<file path="src/rtl/mdio_slave.sv">
// -----------------------------------------------------------------------------
// mdio_slave
//   MDIO management-frame responder. MDC and MDIO are oversampled on the system
//   clock: both pass through a synchronizer and MDC edges become one-clk rise /
//   fall events. Incoming bits are taken on rise events, the pad is only ever
//   changed on fall events. A frame needs a full preamble of ones, a matching
//   PHY address and a legal opcode before any register strobe is issued.
//
// Ports
//   clk        system clock (>= 8x MDC)
//   rst        asynchronous active-high reset
//   mdc        management clock from the station (asynchronous)
//   mdio_i     pad input
//   mdio_o     pad output data (idles at 1)
//   mdio_oe    pad output enable, 1 = drive
//   phy_addr   address this responder answers to
//   reg_addr   register address of the current frame
//   reg_wdata  write data, valid while reg_we is high
//   reg_we     one-clk write strobe
//   reg_re     one-clk read strobe
//   reg_rdata  read data, sampled one clk after reg_re
// -----------------------------------------------------------------------------
module mdio_slave #(
  parameter int PREAMBLE_MIN = 32,
  parameter int SYNC_STAGES  = 2
) (
  input  logic        clk,
  input  logic        rst,
  input  logic        mdc,
  input  logic        mdio_i,
  output logic        mdio_o,
  output logic        mdio_oe,
  input  logic [4:0]  phy_addr,
  output logic [4:0]  reg_addr,
  output logic [15:0] reg_wdata,
  output logic        reg_we,
  output logic        reg_re,
  input  logic [15:0] reg_rdata
);

  typedef enum logic [2:0] {
    S_IDLE  = 3'd0,
    S_ST    = 3'd1,
    S_OP    = 3'd2,
    S_PHYAD = 3'd3,
    S_REGAD = 3'd4,
    S_TA    = 3'd5,
    S_DATA  = 3'd6
  } state_t;

  localparam logic [5:0] PRE_MIN = 6'(PREAMBLE_MIN);
  localparam logic [5:0] PRE_MAX = 6'h3F;

  logic [SYNC_STAGES-1:0] mdc_sync_q;
  logic [SYNC_STAGES-1:0] mdio_sync_q;
  logic                   mdc_prev_q;

  logic        mdc_now;
  logic        mdio_bit;
  logic        mdc_rise;
  logic        mdc_fall;
  logic [15:0] shift_d;

  state_t      state_q;
  logic [5:0]  pre_cnt_q;
  logic [4:0]  bit_cnt_q;
  logic [14:0] shift_q;
  logic [15:0] tx_q;
  logic        is_read_q;
  logic        rd_cap_q;
  logic        mdio_o_q;
  logic        mdio_oe_q;
  logic        reg_we_q;
  logic        reg_re_q;
  logic [4:0]  reg_addr_q;
  logic [15:0] reg_wdata_q;

  assign mdc_now  = mdc_sync_q[SYNC_STAGES-1];
  assign mdio_bit = mdio_sync_q[SYNC_STAGES-1];
  assign mdc_rise = mdc_now & ~mdc_prev_q;
  assign mdc_fall = ~mdc_now & mdc_prev_q;
  // Receive shifter including the bit being sampled right now.
  assign shift_d  = {shift_q, mdio_bit};

  assign mdio_o    = mdio_o_q;
  assign mdio_oe   = mdio_oe_q;
  assign reg_we    = reg_we_q;
  assign reg_re    = reg_re_q;
  assign reg_addr  = reg_addr_q;
  assign reg_wdata = reg_wdata_q;

  // Synchronizers for MDC/MDIO plus the previous MDC value for edge events.
  always_ff @(posedge clk or posedge rst) begin
    if (rst) begin
      mdc_sync_q  <= '1;
      mdio_sync_q <= '1;
      mdc_prev_q  <= 1'b1;
    end else begin
      mdc_sync_q[0]  <= mdc;
      mdio_sync_q[0] <= mdio_i;
      for (int i = 1; i < SYNC_STAGES; i++) begin
        mdc_sync_q[i]  <= mdc_sync_q[i-1];
        mdio_sync_q[i] <= mdio_sync_q[i-1];
      end
      mdc_prev_q <= mdc_now;
    end
  end

  // Frame FSM: decodes on MDC rise events, drives the pad on MDC fall events.
  always_ff @(posedge clk or posedge rst) begin
    if (rst) begin
      state_q     <= S_IDLE;
      pre_cnt_q   <= 6'd0;
      bit_cnt_q   <= 5'd0;
      shift_q     <= 15'd0;
      tx_q        <= 16'hFFFF;
      is_read_q   <= 1'b0;
      rd_cap_q    <= 1'b0;
      mdio_o_q    <= 1'b1;
      mdio_oe_q   <= 1'b0;
      reg_we_q    <= 1'b0;
      reg_re_q    <= 1'b0;
      reg_addr_q  <= 5'd0;
      reg_wdata_q <= 16'd0;
    end else begin
      reg_we_q <= 1'b0;
      reg_re_q <= 1'b0;
      // Register file answers one clk after the read strobe.
      rd_cap_q <= reg_re_q;
      if (rd_cap_q) begin
        tx_q <= reg_rdata;
      end
      // Outside IDLE the preamble count is always zero, so every return to
      // IDLE demands a fresh full preamble.
      if (state_q != S_IDLE) begin
        pre_cnt_q <= 6'd0;
      end
      case (state_q)
        S_IDLE: begin
          if (mdc_rise) begin
            if (mdio_bit) begin
              if (pre_cnt_q != PRE_MAX) begin
                pre_cnt_q <= pre_cnt_q + 6'd1;
              end
            end else begin
              // This zero is the first start bit when the preamble was long enough.
              pre_cnt_q <= 6'd0;
              if (pre_cnt_q >= PRE_MIN) begin
                state_q <= S_ST;
              end
            end
          end
        end
        S_ST: begin
          if (mdc_rise) begin
            bit_cnt_q <= 5'd0;
            state_q   <= mdio_bit ? S_OP : S_IDLE;
          end
        end
        S_OP: begin
          if (mdc_rise) begin
            shift_q <= shift_d[14:0];
            if (bit_cnt_q == 5'd1) begin
              bit_cnt_q <= 5'd0;
              case (shift_d[1:0])
                2'b10: begin
                  is_read_q <= 1'b1;
                  state_q   <= S_PHYAD;
                end
                2'b01: begin
                  is_read_q <= 1'b0;
                  state_q   <= S_PHYAD;
                end
                default: state_q <= S_IDLE;
              endcase
            end else begin
              bit_cnt_q <= bit_cnt_q + 5'd1;
            end
          end
        end
        S_PHYAD: begin
          if (mdc_rise) begin
            shift_q <= shift_d[14:0];
            if (bit_cnt_q == 5'd4) begin
              bit_cnt_q <= 5'd0;
              state_q   <= (shift_d[4:0] == phy_addr) ? S_REGAD : S_IDLE;
            end else begin
              bit_cnt_q <= bit_cnt_q + 5'd1;
            end
          end
        end
        S_REGAD: begin
          if (mdc_rise) begin
            shift_q <= shift_d[14:0];
            if (bit_cnt_q == 5'd4) begin
              bit_cnt_q  <= 5'd0;
              reg_addr_q <= shift_d[4:0];
              reg_re_q   <= is_read_q;
              state_q    <= S_TA;
            end else begin
              bit_cnt_q <= bit_cnt_q + 5'd1;
            end
          end
        end
        S_TA: begin
          if (is_read_q) begin
            // bit_cnt: 0 = waiting TA1 rise, 1 = waiting fall to drive TA2,
            // 2 = waiting TA2 rise.
            if (mdc_rise && (bit_cnt_q == 5'd0)) begin
              bit_cnt_q <= 5'd1;
            end else if (mdc_fall && (bit_cnt_q == 5'd1)) begin
              mdio_oe_q <= 1'b1;
              mdio_o_q  <= 1'b0;
              bit_cnt_q <= 5'd2;
            end else if (mdc_rise && (bit_cnt_q == 5'd2)) begin
              bit_cnt_q <= 5'd0;
              state_q   <= S_DATA;
            end
          end else if (mdc_rise) begin
            shift_q <= shift_d[14:0];
            if (bit_cnt_q == 5'd1) begin
              bit_cnt_q <= 5'd0;
              state_q   <= (shift_d[1:0] == 2'b10) ? S_DATA : S_IDLE;
            end else begin
              bit_cnt_q <= bit_cnt_q + 5'd1;
            end
          end
        end
        S_DATA: begin
          if (is_read_q) begin
            // Falls 0..15 present D15..D0; fall 16 (after the D0 rise) releases.
            if (mdc_fall) begin
              if (bit_cnt_q == 5'd16) begin
                mdio_oe_q <= 1'b0;
                mdio_o_q  <= 1'b1;
                bit_cnt_q <= 5'd0;
                state_q   <= S_IDLE;
              end else begin
                mdio_o_q  <= tx_q[15];
                tx_q      <= {tx_q[14:0], 1'b1};
                bit_cnt_q <= bit_cnt_q + 5'd1;
              end
            end
          end else if (mdc_rise) begin
            shift_q <= shift_d[14:0];
            if (bit_cnt_q == 5'd15) begin
              reg_wdata_q <= shift_d;
              reg_we_q    <= 1'b1;
              bit_cnt_q   <= 5'd0;
              state_q     <= S_IDLE;
            end else begin
              bit_cnt_q <= bit_cnt_q + 5'd1;
            end
          end
        end
        default: begin
          state_q   <= S_IDLE;
          bit_cnt_q <= 5'd0;
          mdio_oe_q <= 1'b0;
          mdio_o_q  <= 1'b1;
        end
      endcase
    end
  end

endmodule

</file>
<file path="config.mk">
export PLATFORM = sky130hd
export DESIGN_NAME = mdio_slave
export DESIGN_NICKNAME = d
export VERILOG_FILES = /design/src/rtl/mdio_slave.sv
export SDC_FILE = /design/constraint.sdc
export NUM_CORES = 1
export LEC_CHECK = 0
export ABC_AREA = 0
export ABC_CLOCK_PERIOD_IN_PS = 3450
export CAP_MARGIN = 20
export CORE_MARGIN = 1.5
export CORE_UTILIZATION = 41
export CTS_BUF_LIST = sky130_fd_sc_hd__clkbuf_16
export CTS_CLUSTER_DIAMETER = 120
export DETAILED_ROUTE_END_ITERATION = 7
export DONT_BUFFER_PORTS = 1
export GPL_TIMING_DRIVEN = 0
export HOLD_SLACK_MARGIN = 0.02
export REMOVE_ABC_BUFFERS = 1
export SYNTH_ARGS = -nofsm -noshare
export SYNTH_HDL_FRONTEND = slang
export SYNTH_SLANG_ARGS = --single-unit
</file>
<file path="constraint.sdc">
create_clock -name clk -period 3.45 [get_ports clk]
set_input_delay 0.69 -clock clk [delete_from_list [all_inputs] [get_ports clk]]
set_output_delay 0.69 -clock clk [all_outputs]
set_load 0.02 [all_outputs]
</file>
==> impl_metrics.py <==
metrics = {
    "run_status": {
        "outcome": "finished clean",
    },
    "place": {
        "portBuffers": 0,
        "place_inst": 462,
        "dp_hpwl_mm": 5.08,
        "gp_congestion": 0.856,
        "placed_cell_area_um2": 3910,
    },
    "yosys": {
        "synth.area.mux_share_pct": 11.5,
        "synth_fa_ha_area_share_pct": 3.26,
        "synthesis.area_um2": 3830,
        "synth_edf_count": 0,
        "synthSimpleGateAreaFrac_pct": 17.1,
        "syn_area_per_cell_um2": 10.4,
        "synth_xor_area_share_pct": 1.83,
        "ys_async_sr_fraction_pct": 100,
        "synth_top_family_by_area": "simple AND/OR/NAND/NOR gates",
        "ys_warn_count": 0,
        "ys_types": 56,
        "ys_seq_elements": 77,
        "ys_seq_area_share_pct": 51.0,
        "synth_top_flop_cell": "dfrtp_1",
        "syn_inst": 369,
        "synth_compound_area_share_pct": 11.7,
    },
    "cts": {
        "cts_made_buffers": 9,
        "h-tree-depth": 3,
        "cts_buffer_depth": 2,
        "cts_root_buf": "clkbuf_16",
        "clk_pin_slew_ps": 60,
        "ctsHoldBuffers": 0,
        "clk_latency_ps": 340,
        "cts_sinks": 77,
        "cts_tree": "yes",
        "cts_resized": 0,
        "cts_setup_buffers": 0,
    },
    "sta": {
        "min_period_ps": 2640,
        "rsz0062_at_grt": "false",
        "relSlewSlack_pct": 37.7,
        "worst_slew_pin_slew_ps": 933,
        "setup_violations": 0,
        "hold_viol": 0,
        "finalClockSkew_ps": 10.4,
        "maxSlewViolCount": 0,
        "finalCritPeriodShare_pct": 76.4,
        "fmax_mhz": 379,
    },
    "floorplan": {
        "start_util_pct": 41.9,
        "rows": 35,
        "dieArea_um2": 9940,
        "pin_count": 50,
        "die_h_um": 99.7,
        "core_um2": 9150,
        "die_w_um": 99.7,
    },
    "power": {
        "peakVddDrop_mv": 0.275,
        "p_leak_nw": 1.88,
        "swShare_pct": 22.8,
        "p_seq_share_pct": 51.4,
        "power.density_nw_per_um2": 445,
        "p_comb_share_pct": 3.9,
        "clock_power_share_pct": 44.7,
        "switching_power_mw": 0.424,
        "intPower_mw": 1.43,
    },
    "route": {
        "vias": 2628,
        "wirelength_mm": 7.43,
        "viasPerCell": 5.50,
        "first_pass_iters": 4,
        "drc": 0,
        "ant_nets": 0,
        "post_drt_wl_per_cell_um": 15.5,
        "drtIter0Drc": 149,
    },
    "grt": {
        "grt_start_max_net_pins": 42,
        "grtUsageTotal_pct": 15.6,
        "grt_first_pass_wirelength_mm": 12.1,
        "grt_pass1_vias": 2478,
        "antenna_found_initial": 0,
        "grt_overflow": 0,
    },
    "setup_path": {
        "crit_family": "simple AND/OR/NAND/NOR gates",
        "worst_ep_required_time_ps": 3720,
        "path_cells": "ha_1 > nand3_1 > inv_1 > ha_1 > nor2b_1 > nand3_1 > inv_1 > nand2_1 > nand2_1",
        "startpoint_type": "flip-flop",
        "crit_buf_inv": 2,
        "cp.arrival_ps": 2910,
        "max_stage_delay_ps": 600,
        "end_kind": "flip-flop",
        "crit_slowest_cell": "nand3_1",
        "crit_type": "reg -> reg",
        "path_max_fanout": 19,
    },
    "cells_and_area": {
        "final_area_um2": 4180,
        "nets": 397,
        "final_cell_mix": "nand2_1, dfrtp_1, o21ai_0",
        "fin_cells": 478,
        "num-fill-cells": 863,
        "drive_above_1_share_pct": 19.6,
        "syn2layout_area_growth_pct": 8.91,
        "diodes": 0,
        "layout_commonest_cell": "nand2_1",
    },
    "run": {
        "cap_violations": 0,
    },
    "min_path": {
        "worstHoldPathType": "in -> async",
    },
}
## state kept, by name (all words and copies together) (netlist names)
register and cells:
bit_cnt_q 5, is_read_q 1, mdc_prev_q 1, mdc_sync_q 2, mdio_o 1, mdio_oe 1
mdio_sync_q 2, pre_cnt_q 6, rd_cap_q 1, reg_addr 5, reg_re 1, reg_wdata 16
reg_we 1, shift_q 15, state_q 3, tx_q 16
## area by class of cell
cell class | count | area, um^2 | area share (%)
clock inverters | 7 | 37.5 | 0.899
inverters | 12 | 47.5 | 1.14
multi-input cells | 260 | 1750 | 41.8
repair buffers | 2 | 27.5 | 0.659
flip-flops and latches | 77 | 1950 | 46.8
well taps | 111 | 139 | 3.33
clock buffers | 9 | 225 | 5.39
## path summary, 6_finish.rpt
| kind | to | startpoint | slack, ps | cells past startpoint |
|---|---|---|---|---|
| max reg2reg | reg_wdata[15]$_DFFE_PP0P_ | bit_cnt_q[1]$_DFFE_PP0P_ | 810 | 9 |
| max in group asynchronous | mdio_sync_q[1]$_DFF_PP1_ | rst | 2580 | 2 |
| min in group clk | mdio_sync_q[0]$_DFF_PP1_ | mdio_i | 350 | 0 |
| min reg2reg | mdio_sync_q[1]$_DFF_PP1_ | mdio_sync_q[0]$_DFF_PP1_ | 350 | 0 |
| max | reg_wdata[15]$_DFFE_PP0P_ | bit_cnt_q[1]$_DFFE_PP0P_ | 810 | 9 |
| min | reg_we$_DFF_PP0_ | rst | 250 | 1 |
## cell usage after synthesis (all sizes together), types with 3 or more instances
| library cell | number | area (um^2) |
|---|---|---|
| clkbuf | 10 | 37.5 |
| dfstp | 22 | 578 |
| nand2b | 5 | 31.3 |
| a221oi | 4 | 35.0 |
| mux2 | 24 | 270 |
| inv | 12 | 45.0 |
| nor2 | 18 | 70.1 |
| xnor2 | 3 | 26.3 |
| o22ai | 4 | 25.0 |
| mux2i | 17 | 170 |
| dfrtp | 55 | 1380 |
| nor3 | 6 | 30.0 |
| xor2 | 5 | 43.8 |
| ha | 10 | 125 |
| nand3b | 4 | 30.0 |
| o21ai | 31 | 155 |
| a21oi | 8 | 40.0 |
| and3b | 3 | 26.3 |
| a31oi | 3 | 18.8 |
| a211oi | 3 | 22.5 |
| buf | 10 | 55.1 |
| nand3 | 7 | 35.0 |
| and2 | 3 | 18.8 |
| a211o | 4 | 35.0 |
| or3 | 3 | 23.8 |
| nor2b | 6 | 37.5 |
| nand2 | 62 | 233 |
## routing by layer
metal | global-route usage (%) | wire length [um] | vias to the layer above
met5 | 0 | 0 | -
li1 | - | - | 1276
met1 | 21.5 | 3650 | 1301
met3 | 4.71 | 315 | 12
met2 | 22.9 | 3340 | 39
met4 | 6.39 | 122 | 0
## power groups by stage
stage | clock network, mW | registers (mW) | logic, mW
final | 0.829 | 0.954 | 0.0731
after global routing | 0.886 | 0.957 | 0.0885
after CTS | 0.856 | 0.954 | 0.0763
after detailed placement | 0 | 0.969 | 0.0764
after global placement | 0 | 0.969 | 0.0694
after floorplan | 0 | 0.963 | 0.0592
## stage by stage
step	total power, mW	setup TNS, ps	utilization (%)	worst slack (ps)	hold WS [ps]
final	1.86	0	45.6	813	246
after global placement	1.04	-37.2	42.4	-2.81	348
after floorplan	1.02	0	-	830	345
after CTS	1.89	0	45.6	803	263
after detailed placement	1.05	0	42.8	842	347
after global routing	1.93	0	45.6	386	285
## cells by family (layout without fill, tap and decap cells)
logic type | after synthesis | count (layout)
flip-flops | 77 | 77
multiplexers | 41 | 41
AO/OA/AOI/OAI | 70 | 70
adder cells (fa/ha/maj) | 10 | 10
XOR/XNOR | 8 | 8
buffers and inverters | 32 | 30
AND/OR/NAND/NOR | 131 | 131
Note: power is estimated with default switching activity, not from simulation.
